`src/rtl/mem_port_arbiter_pkg.sv`:
```
// Shared width, FSM state and grant-source encodings for mem_port_arbiter.
// `WORD_WIDTH sets the default address/data width (32 unless predefined).
`ifndef WORD_WIDTH
`define WORD_WIDTH 32
`endif

package mem_port_arbiter_pkg;

    localparam int unsigned WORD_W = `WORD_WIDTH;

    localparam logic [1:0] ARB_IDLE  = 2'd0;
    localparam logic [1:0] ARB_FETCH = 2'd1;
    localparam logic [1:0] ARB_DATA  = 2'd2;
    localparam logic [1:0] ARB_RESP  = 2'd3;

    localparam logic [1:0] GNT_NONE  = 2'd0;
    localparam logic [1:0] GNT_FETCH = 2'd1;
    localparam logic [1:0] GNT_DATA  = 2'd2;

    // Data first, except a waiting fetch beats a second consecutive data grant.
    function automatic logic [1:0] arb_pick(input logic data_pend,
                                            input logic fetch_req,
                                            input logic last_data);
        if (data_pend && (!fetch_req || !last_data))
            return GNT_DATA;
        else if (fetch_req)
            return GNT_FETCH;
        else
            return GNT_NONE;
    endfunction

endpackage

```
`src/rtl/mem_port_arbiter_watchdog.sv`:
```
// Ack watchdog for mem_port_arbiter; only instantiated when MEM_TIMEOUT_EN is defined.
// expired is raised on the TIMEOUT-th consecutive waiting cycle.
module mem_arb_watchdog #(
    parameter int unsigned TIMEOUT = 255
) (
    input  logic clk,
    input  logic rst,
    input  logic clear,
    input  logic run,
    output logic expired
);

    localparam int unsigned CW = ($clog2(TIMEOUT + 1) > 8) ? $clog2(TIMEOUT + 1) : 8;

    logic [CW-1:0] cnt;

    always_ff @(posedge clk or posedge rst) begin
        if (rst)
            cnt <= '0;
        else if (clear)
            cnt <= '0;
        else if (run)
            cnt <= cnt + CW'(1);
    end

    assign expired = run && (cnt == CW'(TIMEOUT - 1));

endmodule

```
`src/rtl/mem_port_arbiter.sv`:
```
// Arbitrates one single-ported memory between instruction fetch and load/store.
// Define MEM_TIMEOUT_EN to add the ack watchdog and sticky mem_err flag.
`ifndef WORD_WIDTH
`define WORD_WIDTH 32
`endif

module mem_port_arbiter
    import mem_port_arbiter_pkg::*;
#(
    parameter int unsigned W       = `WORD_WIDTH,
    parameter int unsigned TIMEOUT = 255
) (
    input  logic         clk,
    input  logic         rst,
    input  logic         if_req,
    input  logic [W-1:0] if_addr,
    output logic [W-1:0] if_rdata,
    output logic         if_valid,
    input  logic         load_en,
    input  logic         store_en,
    input  logic [W-1:0] d_addr,
    input  logic [W-1:0] s_data,
    output logic [W-1:0] l_data,
    output logic         d_valid,
    output logic         stall,
    output logic         mem_req,
    output logic         mem_we,
    output logic [W-1:0] mem_addr,
    output logic [W-1:0] mem_wdata,
    input  logic [W-1:0] mem_rdata,
    input  logic         mem_ack,
    output logic         mem_err
);

    logic [1:0]   state;
    logic         last_data;
    logic [1:0]   pick;
    logic         data_pend;
    logic         timeout;
    logic [W-1:0] resp_data;

    assign data_pend = load_en | store_en;
    assign pick      = arb_pick(data_pend, if_req, last_data);
    assign resp_data = mem_ack ? mem_rdata : '0;
    assign stall     = (if_req & ~if_valid) | (data_pend & ~d_valid);

`ifdef MEM_TIMEOUT_EN
    logic wd_expired;
    logic wd_clear;
    logic wd_run;

    assign wd_clear = (state == ARB_IDLE) && (pick != GNT_NONE);
    assign wd_run   = (state == ARB_FETCH) || (state == ARB_DATA);

    mem_arb_watchdog #(
        .TIMEOUT (TIMEOUT)
    ) u_watchdog (
        .clk     (clk),
        .rst     (rst),
        .clear   (wd_clear),
        .run     (wd_run),
        .expired (wd_expired)
    );

    // An ack arriving on the expiry cycle completes normally.
    assign timeout = wd_expired & ~mem_ack;

    always_ff @(posedge clk or posedge rst) begin
        if (rst)
            mem_err <= 1'b0;
        else if (timeout)
            mem_err <= 1'b1;
    end
`else
    assign timeout = 1'b0;
    assign mem_err = 1'b0;
`endif

    always_ff @(posedge clk or posedge rst) begin
        if (rst) begin
            state     <= ARB_IDLE;
            last_data <= 1'b0;
            mem_req   <= 1'b0;
            mem_we    <= 1'b0;
            mem_addr  <= '0;
            mem_wdata <= '0;
            if_rdata  <= '0;
            l_data    <= '0;
            if_valid  <= 1'b0;
            d_valid   <= 1'b0;
        end else begin
            case (state)
                ARB_IDLE: begin
                    if (pick == GNT_DATA) begin
                        state     <= ARB_DATA;
                        mem_req   <= 1'b1;
                        mem_we    <= store_en;
                        mem_addr  <= d_addr;
                        mem_wdata <= s_data;
                        last_data <= 1'b1;
                    end else if (pick == GNT_FETCH) begin
                        state     <= ARB_FETCH;
                        mem_req   <= 1'b1;
                        mem_we    <= 1'b0;
                        mem_addr  <= if_addr;
                        last_data <= 1'b0;
                    end
                end
                ARB_FETCH: begin
                    if (mem_ack || timeout) begin
                        mem_req  <= 1'b0;
                        mem_we   <= 1'b0;
                        if_rdata <= resp_data;
                        if_valid <= 1'b1;
                        state    <= ARB_RESP;
                    end
                end
                ARB_DATA: begin
                    if (mem_ack || timeout) begin
                        mem_req <= 1'b0;
                        mem_we  <= 1'b0;
                        if (!mem_we)
                            l_data <= resp_data;
                        d_valid <= 1'b1;
                        state   <= ARB_RESP;
                    end
                end
                default: begin
                    if_valid <= 1'b0;
                    d_valid  <= 1'b0;
                    state    <= ARB_IDLE;
                end
            endcase
        end
    end

endmodule

```
`config.mk`:
```
export PLATFORM = sky130hd
export DESIGN_NAME = mem_port_arbiter
export DESIGN_NICKNAME = d
export VERILOG_FILES = /design/src/rtl/mem_port_arbiter_pkg.sv /design/src/rtl/mem_port_arbiter_watchdog.sv /design/src/rtl/mem_port_arbiter.sv
export SDC_FILE = /design/constraint.sdc
export NUM_CORES = 1
export LEC_CHECK = 0
export BUFFER_PORTS_ARGS = -buffer_cell sky130_fd_sc_hd__clkbuf_2
export CAP_MARGIN = 20
export CELL_PAD_IN_SITES_DETAIL_PLACEMENT = 1
export CELL_PAD_IN_SITES_GLOBAL_PLACEMENT = 1
export CORE_MARGIN = 1.5
export CORE_UTILIZATION = 38
export DETAILED_ROUTE_END_ITERATION = 12
export PLACE_DENSITY_LB_ADDON = 0.1
export SETUP_SLACK_MARGIN = 0.4
export SYNTH_ARGS = -nofsm -noshare
export SYNTH_HDL_FRONTEND = slang
export SYNTH_HIERARCHICAL = 1
export SYNTH_SLANG_ARGS = --single-unit
```
`constraint.sdc`:
```
create_clock -name clk -period 13.92 [get_ports clk]
set_clock_uncertainty 0.15 [all_clocks]
set_input_delay 2.784 -clock clk [delete_from_list [all_inputs] [get_ports clk]]
set_output_delay 2.784 -clock clk [all_outputs]
set_load 0.01 [all_outputs]
```
* Word-level counts from Yosys, hierarchy flattened
Cells that the tools add are included.
Cells by class: $add $sub $neg 0, multipliers 0, divide/modulo/power cells 0, magnitude comparators 0, equality and inequality tests 8, shift operators 0, muxes and demuxes 19, bitwise operators 9, reductions and logical operators 18
Operator list (count):
- 2-to-1 mux 32 bit | 2
- AND reduction 2 bit | 6
- 2-to-1 mux 1 bit | 8
- 2-to-1 mux 2 bit | 4
- one-hot mux 1 bit (2 select lines) | 4
- AND reduction 3 bit | 2
- OR reduction 2 bit | 3
- inverter 1 bit | 5
- == test 2 x 1 -> 1 bit, second input constant | 2
- == test 2 bit, second input constant | 2
- != test 2 bit, second input constant | 2
- one-hot mux 2 bit (2 select lines) | 1
- nonzero test 2 bit | 2
- != test 3 bit, second input constant | 1
- AND 1 bit | 2
- logical NOT 1 bit | 2
- logical NOT 2 bit | 1
- != test 2 x 1 -> 1 bit, second input constant | 1
- bitwise OR 1 bit | 2
- logical AND 1 bit | 1
- logical OR 1 bit | 1
Storage, ports and cells: bits in registers 135, bits in latches 0, memory bits (writable) 0, ROM bits 0, input port bits 134, output and inout bits 134, logic and storage cells 64, memories kept 0

* Longest topological paths before layout
depth in word-level cells 8, mapped depth 8, depth with buffers taken out 5

* Worst setup path after synthesis
No wires, ideal clock.
kind input-to-output, start input if_req, end output stall, arrival 3.042 ns, data required time 10.986 ns, setup slack 7.944 ns, stages 2, cells stage by stage inv_1 o22ai_1
On the way: cells in the longest elaborated chain, start to end 2
Ends and longest elaborated chain:
- start, declared | RTL line mem_port_arbiter.sv:15 | input logic if_req,
- AND 1 bit | RTL line mem_port_arbiter.sv:45 | assign stall = (if_req & ~if_valid) | (data_pend & ~d_valid);
- bitwise OR 1 bit | RTL line mem_port_arbiter.sv:45
- end, declared | RTL line mem_port_arbiter.sv:25 | output logic stall,
Every way passes these cells.

* Final worst setup path
Ends and elaborated chain as after synthesis.

==> results.yml <==
yosys:
  synth_top_area_share: 0.606
  yosys_warnings: 6
  synth_common_cells: "135 x dfrtp_1, 64 x mux2_1, 35 x nand2_1"
  seq_area_frac_synth: 0.606
  synth-edff-count: 0
  ys.flop_type: "dfrtp_1"
  post-synth-top-count-cell: "dfrtp_1"
  ys_ff_latch: 135
  syn_nets: 527
  synth_cells: 389
  synth_top_cells_by_area: "dfrtp_1 61%, mux2_1 13%, mux2_4 7.8%, mux2i_1 5.9%, o21ai_1 2.9%"
  synth.distinct_cells: 31
  syn_area_per_cell_um2: 14.3
  yosys.area.top_type: "dfrtp_1"
  synth_area_mm2: 0.00558
  async_reset_ff_frac: 1.00
sta:
  period_share: 0.453
  worstMarginPinSlew_ns: 0.732
  setup_viol_count_final: 0
  drv_slew: 0
  fin_tns_setup_ns: 0
  fmax_mhz: 159
  holdWs_ns: 0.328
  relSlewSlack: 0.512
  rsz0062_at_grt: "no"
  period_needed_ns: 6.30
  hold_viol_final: 0
worst_setup_path:
  reg2regPathDepth: 4
  worstPathArrival_ns: 3.37
  crit_required_ns: 10.99
  crit_top_cell: "clkbuf_2"
  crit_end: "stall"
  crit_fanout: 5
  r2r-end: "mem_wdata[13]"
  critPathCaptureType: "output pin"
  critPathLaunchType: "input port"
  critPathMaxStageDelay_ns: 0.19
  reg2reg_from: "state[1]"
  path_class: "input port to output pin"
  timing.critical_path.from: "if_req"
  r2r_setup_slack_ns: 11.88
  path_cells: "clkbuf_2 > inv_1 > o22ai_1 > clkbuf_2"
  crit_slowest_cell: "clkbuf_2"
clock_tree:
  cts.sinks: 135
  post_cts_buffers: 0
  root_buffer: "clkbuf_16"
  ctsLongestPathBuffers: 2
  cts_resized: 0
  tritoncts: "built"
  clk_latency_ns: 0.40
  cts_htree_levels: 4
  cts_hold_buffers: 0
  clkTransAtPathRegs_ns: 0.05
  cts_buffers: 17
drt:
  wire_per_inst_um: 16.4
  vias_per_cell: 4.72
  drc: 0
  wl_mm: 13.9
  vias: 4025
  first_iter_violations: 130
  drt_pass1_iterations: 4
  drtAntennaViolNets: 0
grt:
  first_global_vias: 4272
  grt_antenna_before_repair: 0
  grt_max_degree: 83
  overflow: 0
  use_met2: 0.324
  grt_util_met3: 0.0668
  grt_usage: 0.187
  grt_pass1_wl_mm: 21.6
  grt-busiest-layer: "met2"
  globalRouteMet1Util: 0.211
pwr:
  vdd.ir_drop.worst_v: 0.000105
  power.density_mw_per_mm2: 244
  p_leak_nw: 4.05
min_path:
  hold_path.class: "flip-flop to flip-flop"
placed_design:
  gp_congestion: 0.713
  dpl-instance-area_mm2: 0.00707
  dp.cells: 822
  io_buffers: 266
  dpl.hpwl_mm: 10.4
floorplanning:
  start_util: 0.387
  die-width_um: 124
  rows: 44
  core_mm2: 0.0144
  ios: 268
  dieArea_mm2: 0.0154
  die_h_um: 124
run:
  cap_viol_max_count: 0
cells_and_area:
  syn_to_final_growth_pct: 36.8
  fillers: 1583
  diodes: 0
  drive_gt1_frac: 0.510
  fin_nets: 795
  final_util: 0.529
  post-route-cell-area_mm2: 0.00763
  finalNonFillerCells: 853
status:
  outcome: "completed"
-- cells by family (layout without fill, tap and decap cells) --
logic type / count (synthesis) / in the layout / share of synthesized area
and+or+nand+nor: 46 / 46 / 0.0372
other: 1 / 1 / 0.000672
muxes: 130 / 130 / 0.275
buffers and inverters: 30 / 310 / 0.0305
DFF: 135 / 135 / 0.606
adders and majority gates: 4 / 4 / 0.00898
AOI/OAI and AO/OA: 43 / 43 / 0.0422
-- power breakdown --
part	total [mW]	switching (mW)	internal, mW
sequential	0.705	0.110	0.595
clock	0.412	0.158	0.254
combinational	0.745	0.384	0.362
-- cell usage in the layout, fill, tap and decap left out, types with 5 or more instances in the layout --
master and count:
dfrtp_1 135, inv_1 7, mux2i_1 33, o21ai_1 32, clkbuf_16 17, mux2_4 29, buf_4 5, nand2_1 35
clkbuf_2 266, clkbuf_8 6, mux2_1 64
-- flip-flops by register name (all words and copies together), names as in the netlist --
signal,count
d_valid,1
if_rdata,32
if_valid,1
l_data,32
last_data,1
mem_addr,32
mem_req,1
mem_wdata,32
mem_we,1
state,2
-- metrics by stage --
stage | setup WS (ns) | power (mW)
floorplan | 7.37 | 1.16
global placement | 7.60 | 1.44
detailed placement | 7.61 | 1.47
CTS | 7.60 | 1.89
global route | 7.55 | 2.00
finish | 7.62 | 1.86
-- final cells by class --
type | count | area (um^2) | share of cell area
sequential | 135 | 3380 | 0.443
inverter | 8 | 35.0 | 0.00459
clock inverter | 7 | 43.8 | 0.00574
timing repair buffer | 271 | 1370 | 0.179
clock buffer | 24 | 512 | 0.0671
tap | 184 | 230 | 0.0302
multi-input combinational | 224 | 2060 | 0.270
-- worst min-delay path by stage --
| stage | startpoint | to | cells past startpoint |
|---|---|---|---|
| floorplan | last_data | last_data | 2 |
| global placement | mem_addr[22] | mem_addr[22] | 2 |
| detailed placement | mem_addr[2] | mem_addr[2] | 2 |
| CTS | mem_addr[2] | mem_addr[2] | 2 |
| global route | if_rdata[12] | if_rdata[12] | 1 |
| finish | mem_addr[2] | mem_addr[2] | 2 |
-- critical path: cells and delay by family --
kind	cells	cell delay (ns)
buf+inv	3	0.42
compound gates	1	0.16
-- layer usage --
layer	up-vias	part of all wire
li1	1885	-
met1	1977	0.38
met2	148	0.52
met3	15	0.080
met4	0	0.015
met5	-	0
Note: power is estimated with default switching activity, not from simulation.
